<file path="config.mk">
export PLATFORM = sky130hd
export DESIGN_NAME = uart_cmd_scheduler
export DESIGN_NICKNAME = d
export VERILOG_FILES = /design/src/rtl/uart_cmd_scheduler.sv
export SDC_FILE = /design/constraint.sdc
export NUM_CORES = 1
export LEC_CHECK = 0
export CAP_MARGIN = 10
export CORE_MARGIN = 2
export CORE_UTILIZATION = 50
export CTS_CLUSTER_DIAMETER = 80
export DETAILED_ROUTE_END_ITERATION = 8
export PLACE_DENSITY_LB_ADDON = 0.25
export SYNTH_ARGS = -nofsm -noshare
export SYNTH_HDL_FRONTEND = slang
export SYNTH_SLANG_ARGS = --single-unit
</file>
<file path="constraint.sdc">
create_clock -name clk -period 2.85 [get_ports clk]
set_input_delay 0.57 -clock clk [delete_from_list [all_inputs] [get_ports clk]]
set_output_delay 0.57 -clock clk [all_outputs]
set_load 0.005 [all_outputs]
</file>
<file path="src/rtl/uart_cmd_scheduler.sv">
// uart_cmd_scheduler: buffers 24-bit command frames, runs them on the register port, returns status+data bytes over UART.
// Optional CMD_TIMEOUT_EN: abort a register access with status 0xE2 after TIMEOUT_CYCLES without reg_ack.
module uart_cmd_scheduler #(
    parameter int FIFO_DEPTH     = 4,
    parameter int TIMEOUT_CYCLES = 255
) (
    input  logic        clk,
    input  logic        reset_n,
    input  logic        frame_valid,
    input  logic [23:0] frame_data,
    output logic        reg_req,
    output logic        reg_we,
    output logic [7:0]  reg_addr,
    output logic [7:0]  reg_wdata,
    input  logic        reg_ack,
    input  logic [7:0]  reg_rdata,
    output logic        tx_start,
    output logic [7:0]  tx_byte,
    input  logic        tx_done,
    output logic        overflow,
    output logic        busy
);
    localparam int AW = $clog2(FIFO_DEPTH);

    typedef enum logic [2:0] {IDLE, FETCH, EXEC, TX_STAT, WAIT_STAT, TX_DATA, WAIT_DATA} state_t;
    state_t state, state_nx;

    logic [23:0]   mem [FIFO_DEPTH];
    logic [AW-1:0] wr_ptr, rd_ptr;
    logic [AW:0]   count;
    logic [7:0]    op, addr, wdata, status, resp;
    logic          full, push, pop, is_cmd, is_rd, tmo;

    assign full   = count == (AW+1)'(FIFO_DEPTH);
    assign pop    = state == FETCH;
    // A pop in the same cycle frees a slot, so a push into a full FIFO is accepted then.
    assign push   = frame_valid && (!full || pop);
    assign is_cmd = op == 8'h01 || op == 8'h02;
    assign is_rd  = op == 8'h02;

    always_ff @(posedge clk) begin
        if (push) mem[wr_ptr] <= frame_data;
    end

    always_ff @(posedge clk or negedge reset_n) begin
        if (!reset_n) begin
            wr_ptr   <= '0;
            rd_ptr   <= '0;
            count    <= '0;
            overflow <= 1'b0;
        end else begin
            if (push) wr_ptr <= wr_ptr + 1'b1;
            if (pop) rd_ptr <= rd_ptr + 1'b1;
            count    <= count + (AW+1)'(push) - (AW+1)'(pop);
            overflow <= overflow | (frame_valid & ~push);
        end
    end

`ifdef CMD_TIMEOUT_EN
    localparam int TW = $clog2(TIMEOUT_CYCLES + 1);
    logic [TW-1:0] tmo_cnt;
    always_ff @(posedge clk or negedge reset_n) begin
        if (!reset_n) tmo_cnt <= '0;
        else tmo_cnt <= (reg_req && !reg_ack && !tmo) ? tmo_cnt + 1'b1 : '0;
    end
    assign tmo = reg_req && tmo_cnt == TW'(TIMEOUT_CYCLES - 1);
`else
    assign tmo = 1'b0;
`endif

    always_ff @(posedge clk or negedge reset_n) begin
        if (!reset_n) begin
            state  <= IDLE;
            op     <= '0;
            addr   <= '0;
            wdata  <= '0;
            status <= '0;
            resp   <= '0;
        end else begin
            state <= state_nx;
            if (pop) {op, addr, wdata} <= mem[rd_ptr];
            if (state == EXEC && state_nx == TX_STAT) begin
                status <= !is_cmd ? 8'hE1 : reg_ack ? 8'hA0 : 8'hE2;
                resp   <= (is_cmd && reg_ack) ? (is_rd ? reg_rdata : wdata) : 8'h00;
            end
        end
    end

    always_comb begin
        state_nx  = state;
        reg_req   = 1'b0;
        reg_we    = 1'b0;
        reg_addr  = 8'h00;
        reg_wdata = 8'h00;
        tx_start  = 1'b0;
        tx_byte   = 8'h00;
        busy      = state != IDLE || count != '0;
        case (state)
            IDLE:      if (count != '0) state_nx = FETCH;
            FETCH:     state_nx = EXEC;
            EXEC: begin
                reg_req   = is_cmd;
                reg_we    = is_cmd && !is_rd;
                reg_addr  = is_cmd ? addr : 8'h00;
                reg_wdata = is_cmd ? wdata : 8'h00;
                if (!is_cmd || reg_ack || tmo) state_nx = TX_STAT;
            end
            TX_STAT: begin
                tx_start = 1'b1;
                tx_byte  = status;
                state_nx = WAIT_STAT;
            end
            WAIT_STAT: begin
                tx_byte = status;
                if (tx_done) state_nx = TX_DATA;
            end
            TX_DATA: begin
                tx_start = 1'b1;
                tx_byte  = resp;
                state_nx = WAIT_DATA;
            end
            WAIT_DATA: begin
                tx_byte = resp;
                if (tx_done) state_nx = IDLE;
            end
            default:   state_nx = IDLE;
        endcase
    end
endmodule
</file>
==> metrics.md <==
| Metric | Value |
|---|---|
| CTS Sinks | `143` |
| Worst EP arrival | `about 2.4 ns` |
| Slew Limit Fails | `0` |
| Synth area leader | `edfxtp_1` |
| GRT overflow | `0` |
| CP max stage delay | `~0.53 ns` |
| Drt first pass iters | `5` |
| Area growth syn-to-layout | `26.8%` |
| RePlAce Congestion | `roughly 0.76` |
| Clock period minus worst slack | `slightly below 3 ns` |
| Setup-failing EPs final | `9` |
| Final hold violations | `0` |
| Hpwl dp | `~7.3 mm` |
| Unrepaired setup endpoints after global routing | `yes` |
| Top cells by area, synth | `edfxtp_1 50%, dfrtp_1 20%, mux4_2 9.3%` |
| CTS clk-pin slew, worst paths | `around 0.060 ns` |
| Final Util | `~65%` |
| Largest net degree at the start of global routing | `28` |
| CP Max Fanout | `5` |
| Syn Nets | `380` |
| Routed Antenna Nets | `0` |
| Most used flip-flop cell after synthesis | `edfxtp_1` |
| Clock Skews | `between 0.009 and 0.01 ns` |
| Synthesized area | `about 5800 um^2` |
| Most used cell, CP | `buf_6` |
| Clock Latency Late Sink | `just over 0.4 ns` |
| WL/cell | `19.5 um` |
| Setup TNS | `-0.480 ns` |
| CP Depth | `7` |
| Leakage power | `approximately 2.8 nW` |
| CTS tree | `done` |
| Worst hold path class | `input port to async pin` |
| Vias | `around 3.2k` |
| Share of the synthesized area in the top cell type | `between 40% and 50%` |
| Sequential cell area fraction in the yosys report | `a little over two thirds` |
| Via density | `5.53` |
| Max Fclk | `roughly 0.34 GHz` |
| Root buffer cell | `clkbuf_16` |
| Die width | `approximately 110 um` |
| Max-Cap Viols | `0` |
| Worst-Margin Slew | `between 0.6 and 0.7 ns` |
| Ys async rst share | `~33%` |
| Cts hold-fix bufs | `0` |
| Die Ht | `approximately 110 um` |
| CP Data Required Time | `around 2.3 ns` |
| Synth unique cells | `46` |
| DP Area | `6750 um^2` |
| Initial antenna violation count | `0` |
| Layout filler cell count | `818` |
| #FFs+latches synth | `143` |
| Tot GR Track Use | `19.6%` |
| Num rows | `39` |
| CP max stage cell | `or4_4` |
| Crit end category | `primary output` |
| # IOs | `66` |
| PwrDens | `975 nW/um^2` |
| Initial Util | `51.2%` |
| Hold Slack | `roughly 0.16 ns` |
| Synthesized instance count | `336` |
| EDFF count, synth | `96` |
| PnR Total Power | `approximately 7.2 mW` |
| Residual DRC | `0` |
| Final WL | `around 11 mm` |
| CP Cell Sequence | `or4_4 > or3_4 > nor2_4 > buf_6 > buf_8 > and2_4 > buf_6` |
| First-pass GRT wire length | `18.3 mm` |
| Worst-case clock buffer depth | `2` |
| Synth Area per Inst | `roughly 17 um^2` |
| Run status | `complete, but fails checks` |
| CTS Buf Count | `17` |
| Peak supply drop | `between 0.0007 and 0.0008 V` |
| Failing checks | `negative setup slack` |
| Fin area | `roughly 7400 um^2` |
| Number of I/O port buffers | `65` |
| Nets | `around 470` |
| Number of global-route vias before repair | `between 3k and 4k` |
| CTS H-tree lvls | `4` |
| DR iter-0 viols | `233` |
| Core box area | `~11000 um^2` |
| Antenna diodes | `0` |
| Die area | `~13000 um^2` |
| CP Launch Type | `flip-flop` |
| Yosys warns | `0` |
| Cell depth of the worst flop-to-flop path | `11` |
| Crit share post-route | `102%` |
| Setup CP Type | `flip-flop to primary output` |
| Worst rel slew slack | `59.0%` |
| Share of cells above drive strength 1 | `between 30% and 40%` |
| Final WS setup | `-0.0676 ns` |
| Top delay family on crit path | `simple AND/OR/NAND/NOR gates` |
| CP bufs+invs | `3` |
[cell families (layout without fill, tap and decap cells)]
family,after synthesis,in the layout,synth area share [%]
buffers and inverters,27,131,2.02
and+or+nand+nor,62,62,6.09
AOI/OAI and AO/OA,30,30,3.42
muxes,60,60,16.0
adders and majority gates,7,7,1.63
xor gates and xnor gates,7,7,1.05
DFF,143,143,69.8
[registers in the layout (all words and copies together), names as in the netlist, 2 cells and up]
name    count
addr        8
count       3
mem        96
op          8
rd_ptr      2
resp        8
state       3
status      4
wdata       8
wr_ptr      2
[synthesized netlist by cell type (2+ instances only)]
cell type / n
edfxtp_1: 96
dfrtp_1: 47
mux4_2: 24
mux2_2: 21
and2_1: 18
nand2_1: 17
mux2i_1: 11
clkbuf_1: 8
o21ai_1: 8
and3_1: 7
buf_2: 7
inv_1: 7
ha_1: 6
xnor2_1: 6
a22oi_1: 5
o22ai_1: 5
mux2_1: 4
nor2b_1: 3
o21ai_0: 3
a21oi_1: 2
buf_1: 2
nand3_1: 2
nor2_1: 2
nor3_1: 2
o21a_1: 2
[metrics by stage]
| step | std cells | setup slack [ns] |
|---|---|---|
| after floorplan | 336 | 0.173 |
| after global placement | 546 | 0.0436 |
| after detailed placement | 546 | 0.00676 |
| after CTS | 586 | -0.122 |
| after global routing | 583 | -0.161 |
| final | 583 | -0.0676 |
[final cells by class]
cell class	count	area (um^2)	share of cell area, %
repair buffers	90	892	12.1
clock buffers	24	472	6.40
flip-flops and latches	143	4060	55.0
inverters	9	33.8	0.458
multi-input cells	166	1700	23.0
clock inverters	8	43.8	0.594
well taps	143	179	2.43
[what timing repair did]
item,in CTS,in global routing
gates resized for setup,91,19
endpoints found under the setup margin,18,22
hold endpoints to repair,0,0
setup buffers,6,0
cloned,2,0
pin swaps,9,8
[worst paths after layout]
check / slack, ns / startpoint / end
min in group clk: 0.47 / resp[2] / resp[2]
setup / recovery: -0.07 / op[7] / reg_wdata[5]
hold / removal: 0.16 / reset_n / op[0]
setup reg to reg: 0.27 / state[2] / count[2]
hold reg to reg: 0.47 / resp[2] / resp[2]
max in group asynchronous: 2.15 / reset_n / status[0]
[power breakdown]
part           internal (mW)  switching [mW]  total, mW
clock                   1.15           0.770       1.92
combinational           1.14            1.00       2.14
sequential              2.81           0.326       3.14
total                   5.09            2.10       7.19
[layer usage]
metal / wire, um / global-route usage (%) / up-vias
li1: - / - / 1471
met1: 4820 / 25.4 / 1672
met2: 6010 / 33.3 / 69
met3: 381 / 4.52 / 13
met4: 157 / 6.26 / 0
met5: 0 / 0 / -
[cell usage in the layout (no fill, tap or decap), drive strengths merged, types with 7 or more instances in the layout]
cell | netlist | final
and2 | 18 | 18
and3 | 7 | 7
buf | 10 | 43
clkbuf | 8 | 24
clkdlybuf4s50 | 0 | 47
dfrtp | 47 | 47
edfxtp | 96 | 96
inv | 8 | 8
mux2 | 25 | 25
mux2i | 11 | 11
mux4 | 24 | 24
nand2 | 17 | 17
o21ai | 11 | 11
Note: power is estimated with default switching activity, not from simulation.
